**src/rtl/uart_mmio_responder.sv**
```systemverilog
// rtl/uart_mmio_responder.sv - memory-mapped UART responder with TX/RX byte FIFOs
module uart_mmio_responder #(
  parameter int TX_DEPTH = 8,
  parameter int RX_DEPTH = 8
) (
  input  logic        clk,
  input  logic        rst,
  input  logic [31:0] addr,
  input  logic [31:0] wdata,
  input  logic        we,
  input  logic        re,
  output logic [31:0] rdata,
  output logic [7:0]  DataIn,
  output logic        DataInValid,
  input  logic        DataInReady,
  input  logic [7:0]  DataOut,
  input  logic        DataOutValid,
  output logic        DataOutReady
);

  localparam int TXPW = $clog2(TX_DEPTH);
  localparam int RXPW = $clog2(RX_DEPTH);
  localparam int TXCW = TXPW + 1;
  localparam int RXCW = RXPW + 1;
  localparam logic [TXCW-1:0] TX_FULL = TXCW'(TX_DEPTH);
  localparam logic [RXCW-1:0] RX_FULL = RXCW'(RX_DEPTH);

  // register offsets, word index addr[4:2]
  localparam logic [2:0] REG_TX_STAT = 3'd0;
  localparam logic [2:0] REG_RX_STAT = 3'd1;
  localparam logic [2:0] REG_TX_DATA = 3'd2;
  localparam logic [2:0] REG_RX_DATA = 3'd3;
  localparam logic [2:0] REG_FLAGS   = 3'd4;

  logic [7:0]      tx_mem_q [TX_DEPTH];
  logic [TXPW-1:0] tx_wptr_q, tx_rptr_q;
  logic [TXCW-1:0] tx_count_q, tx_count_d;
  logic [7:0]      rx_mem_q [RX_DEPTH];
  logic [RXPW-1:0] rx_wptr_q, rx_rptr_q;
  logic [RXCW-1:0] rx_count_q, rx_count_d;
  logic            tx_drop_q, rx_ovf_q;
  logic [31:0]     rdata_q, rdata_d;

  logic hit, wr, rd;
  logic tx_full, tx_empty, rx_full, rx_empty;
  logic tx_push, tx_pop, tx_drop_set;
  logic rx_push, rx_pop, rx_ovf_set;
  logic flags_clr;

  // only the low byte of a store carries TX data
  logic unused_wdata;
  assign unused_wdata = &{1'b0, wdata[31:8]};

  // decode and FIFO handshake strobes
  always_comb begin
    hit         = (addr[31:4] == 28'h8000_000) || (addr == 32'h8000_0010);
    wr          = we && hit;
    rd          = re && !we && hit;
    tx_full     = (tx_count_q == TX_FULL);
    tx_empty    = (tx_count_q == '0);
    rx_full     = (rx_count_q == RX_FULL);
    rx_empty    = (rx_count_q == '0);
    tx_pop      = !tx_empty && DataInReady;
    tx_push     = 1'b0;
    tx_drop_set = 1'b0;
    if (wr && addr[4:2] == REG_TX_DATA) begin
      if (!tx_full || tx_pop) tx_push = 1'b1;
      else                    tx_drop_set = 1'b1;
    end
    rx_pop      = rd && (addr[4:2] == REG_RX_DATA) && !rx_empty;
    rx_push     = 1'b0;
    rx_ovf_set  = 1'b0;
    if (DataOutValid) begin
      if (!rx_full || rx_pop) rx_push = 1'b1;
      else                    rx_ovf_set = 1'b1;
    end
    flags_clr   = wr && (addr[4:2] == REG_FLAGS);
  end

  // next occupancy counts
  always_comb begin
    tx_count_d = tx_count_q;
    if (tx_push && !tx_pop)      tx_count_d = tx_count_q + 1'b1;
    else if (!tx_push && tx_pop) tx_count_d = tx_count_q - 1'b1;
    rx_count_d = rx_count_q;
    if (rx_push && !rx_pop)      rx_count_d = rx_count_q + 1'b1;
    else if (!rx_push && rx_pop) rx_count_d = rx_count_q - 1'b1;
  end

  // load data: status sampled before this cycle's FIFO updates; misses and we+re return 0
  always_comb begin
    rdata_d = rdata_q;
    if (re || we) begin
      rdata_d = '0;
      if (rd) begin
        case (addr[4:2])
          REG_TX_STAT: rdata_d = {31'b0, !tx_full};
          REG_RX_STAT: rdata_d = {31'b0, !rx_empty};
          REG_RX_DATA: rdata_d = rx_empty ? 32'h0 : {24'b0, rx_mem_q[rx_rptr_q]};
          REG_FLAGS:   rdata_d = {30'b0, rx_ovf_q, tx_drop_q};
          default:     rdata_d = '0;
        endcase
      end
    end
  end

  // FIFO storage writes; contents need no reset since counts gate every read
  always_ff @(posedge clk) begin
    if (tx_push) tx_mem_q[tx_wptr_q] <= wdata[7:0];
    if (rx_push) rx_mem_q[rx_wptr_q] <= DataOut;
  end

  // pointers, counts, sticky flags and load data
  always_ff @(posedge clk) begin
    if (rst) begin
      tx_wptr_q  <= '0;
      tx_rptr_q  <= '0;
      tx_count_q <= '0;
      rx_wptr_q  <= '0;
      rx_rptr_q  <= '0;
      rx_count_q <= '0;
      tx_drop_q  <= 1'b0;
      rx_ovf_q   <= 1'b0;
      rdata_q    <= '0;
    end else begin
      if (tx_push) tx_wptr_q <= tx_wptr_q + 1'b1;
      if (tx_pop)  tx_rptr_q <= tx_rptr_q + 1'b1;
      if (rx_push) rx_wptr_q <= rx_wptr_q + 1'b1;
      if (rx_pop)  rx_rptr_q <= rx_rptr_q + 1'b1;
      tx_count_q <= tx_count_d;
      rx_count_q <= rx_count_d;
      // a same-cycle overflow wins over a clear so no drop goes unreported
      tx_drop_q  <= tx_drop_set || (tx_drop_q && !flags_clr);
      rx_ovf_q   <= rx_ovf_set  || (rx_ovf_q  && !flags_clr);
      rdata_q    <= rdata_d;
    end
  end

  assign rdata        = rdata_q;
  assign DataIn       = tx_mem_q[tx_rptr_q];
  assign DataInValid  = !tx_empty;
  assign DataOutReady = 1'b1;

endmodule

```
**config.mk**
```make
export PLATFORM = sky130hd
export DESIGN_NAME = uart_mmio_responder
export DESIGN_NICKNAME = d
export VERILOG_FILES = /design/src/rtl/uart_mmio_responder.sv
export SDC_FILE = /design/constraint.sdc
export NUM_CORES = 1
export LEC_CHECK = 0
export ABC_AREA = 1
export CAP_MARGIN = 0
export CORE_ASPECT_RATIO = 0.75
export CORE_MARGIN = 2
export CORE_UTILIZATION = 25
export DETAILED_ROUTE_END_ITERATION = 6
export GPL_ROUTABILITY_DRIVEN = 0
export SYNTH_ARGS = -nofsm -noshare
export SYNTH_HDL_FRONTEND = slang
export SYNTH_SLANG_ARGS = --single-unit
```
**constraint.sdc**
```tcl
create_clock -name clk -period 3.2 [get_ports clk]
set_input_delay 0.64 -clock clk [delete_from_list [all_inputs] [get_ports clk]]
set_output_delay 0.64 -clock clk [all_outputs]
set_load 0.02 [all_outputs]
```
==> reports/results.ini <==
[global_route]
grt_pass1_vias = 4710
grt_max_degree = 34
antenna_found_initial = 0
grt_overflow = 0
grt_pass1_wl_mm = 25.62
grt_usage_pct = 11.48

[critical_path]
endpoint_kind = output port
setup.worst_path.class = reg2out
crit_fanout = 32
startpoint_type = flip-flop
crit_required_ps = 2560
cp.arrival_ps = 2380

[timing]
slew_violations = 0
layout_min_cycle_time_ps = 3025
fin_ws_ps = 175.5
slew_headroom_pct = 47.55
fmax_ghz = 0.3306
setup_tns_ps = 0
rsz0062_at_grt = false
final-hold-violation-count = 0
min_period_over_period_pct = 94.52
finClkSkew_ps = 10.74
setup_violations = 0
worst_slew_pin_slew_ps = 785.7

[die]
start_util_pct = 25.37
fp-row-count = 53
die_w_um = 198.3
die_area_mm2 = 0.02970
io_pins = 120
coreArea_mm2 = 0.02792
die-height_um = 149.8

[pwr]
power_frac_clock_pct = 34.4
p_comb_share_pct = 22.9
power_leakage_nw = 3.272
power_switching_mw = 1.756
switching_share_pct = 30.26
power.internal_mw = 4.047
p_seq_share_pct = 42.7
vdd_ir_drop_max_uv = 239.5
power.density_mw_per_mm2 = 644.1

[synthesis]
ys_ff_latch = 164
avgSynthCellArea_um2 = 10.49
synth_top_family_by_area = simple AND/OR/NAND/NOR gates
async_flop_share_pct = 0
synth_cells = 675
ys_seq_area_share_pct = 64.45
synth_commonest_cells = nor2_1 (142), edfxtp_1 (128), o21ai_0 (82), nand2_1 (77), inv_1 (43)
yosysMostFrequentCell = nor2_1
synthSimpleGateAreaFrac_pct = 15.62
ys_top_cells_by_area = edfxtp_1 (54%), dfxtp_1 (10%), nor2_1 (7.5%), o21ai_0 (5.8%), nand2_1 (4.1%)
synth_top_cell_by_area = edfxtp_1
synth_cell_types = 33
synth_top_area_share_pct = 54.28
netlist_area_mm2 = 0.007082
synthMuxAreaShare_pct = 0
synthAdderAreaFrac_pct = 2.332
synthXorXnorAreaFrac_pct = 0.4947
yosys_most_used_dff = edfxtp_1
yosys_warnings = 0
synth-compound-area-share_pct = 10.74
synth_edf_count = 128

[cts]
post_cts_buffers = 0
cts_buffers = 17
ctsHoldBuffers = 0
clock_latency_ps = 430
root_buffer = clkbuf_16
clk_pin_slew_ps = 70
cts_max_level = 4
cts.repair.resized = 0
cts_tree = yes
cts_buffer_depth = 2
clock_sinks = 164

[routing]
drt_wl_total_mm = 16.41
vias_per_cell = 4.175
num_vias = 4939
antenna_left = 0
wl_per_cell_um = 13.87
drtPass1Iterations = 5
post-route-drc-count = 0
first_iter_violations = 428

[outcome]
status = finished, final reports clean

[hold_path]
hold_class = reg2reg

[job]
maxCapViolations = 0

[place]
dpl_cell_area_mm2 = 0.008433
io_buffers = 70
hpwl_mm = 11.27
pre_cts_ws_ps = -116.6

[final_layout]
area_delta_synth_final_pct = 27.23
antenna_cells = 0
fin_area_mm2 = 0.009010
nFillCells = 2818
fin_nets = 875
final_layout_size_suffix_gt1_share_pct = 12.28

## routing by layer
metal	GRT usage, %	vias to the layer above	wire, µm
met4	3.947	0	204
li1	-	2492	-
met3	2.907	21	697
met1	15.77	2324	7942
met2	17.61	102	7567
met5	0	-	0
## power by group through the flow
| stage | Clock (mW) | Combinational, mW | Sequential, mW |
|---|---|---|---|
| after CTS | 2.04 | 1.34 | 2.48 |
| after detailed placement | 0 | 1.33 | 2.52 |
| after global placement | 0 | 1.32 | 2.52 |
| after floorplan | 0 | 0.780 | 2.49 |
| after global routing | 2.12 | 1.49 | 2.49 |
| final | 1.99 | 1.33 | 2.48 |
## metrics by stage
stage          hold slack (ps)  util [%]  total power [mW]  std cells
3_5_place_dp             460.1     30.21             3.853       1151
6_report                 455.1     32.27             5.803       1183
5_1_grt                  470.5     32.27             6.102       1183
4_1_cts                  462.9     32.27             5.856       1183
3_3_place_gp             452.4     30.21             3.832       1151
2_1_floorplan            433.4         -             3.274        698
## sequential cells by signal, indices dropped and copies added, names as in the netlist, 4 cells and up, named ones only
signal / cells
rx_mem_q: 64
rdata: 8
tx_count_q: 4
rx_count_q: 4
tx_mem_q: 64
## worst max-delay path, cell delays in order, from the launching register on
cell and delay (ps):
dfxtp_1 400, buf_12 210, o21ai_0 110, o22ai_1 200, nor2_1 60, a31oi_1 200
buf_4 150, clkdlybuf4s50_1 610
## layout make-up
cell class / count / area (µm²) / area share (%)
multi-input combinational: 442 / 2161 / 23.98
timing repair buffer: 116 / 1059 / 11.75
inverter: 44 / 167.7 / 1.861
clock inverter: 14 / 146.4 / 1.625
sequential: 164 / 4566 / 50.67
tap: 385 / 481.7 / 5.346
clock buffer: 18 / 429.2 / 4.763
## worst paths after layout
check	start	to	slack, ps	cells after the start
worst min register to register	tx_rptr_q[2]	flip-flop	460	2
worst max-delay path	flip-flop	DataIn[4]	180	7
worst min-delay path	tx_rptr_q[2]	flip-flop	460	2
worst max register to register	rx_count_q[0]	rx_count_q[3]	620	15
## cells by family (layout without fill, tap and decap cells)
| logic type | Yosys count | in the layout |
|---|---|---|
| flip-flops | 164 | 164 |
| adder cells (fa/ha/maj) | 12 | 12 |
| XOR/XNOR | 4 | 4 |
| AND/OR/NAND/NOR | 258 | 258 |
| other | 2 | 25 |
| buffers and inverters | 92 | 192 |
| AO/OA/AOI/OAI | 143 | 143 |
## layout by cell type (no fill, tap or decap), types with 2 or more instances in the layout
cell type          n
a21oi_1           29
a31oi_1            8
buf_4             45
clkbuf_16         17
clkdlybuf4s50_1   70
clkinv_4           3
clkinvlp_4         3
conb_1            25
dfxtp_1           35
edfxtp_1         128
fa_1               2
ha_1              10
inv_1             42
inv_6              2
inv_8              4
nand2_1           77
nand2_2            3
nand2_4            2
nand3_1           13
nand3_4            2
nand4_1            3
nor2_1           142
nor2_2             4
nor3_2             4
o211ai_1           4
o21ai_0           82
o22ai_1           20
xor2_1             4
Note: power is estimated with default switching activity, not from simulation.
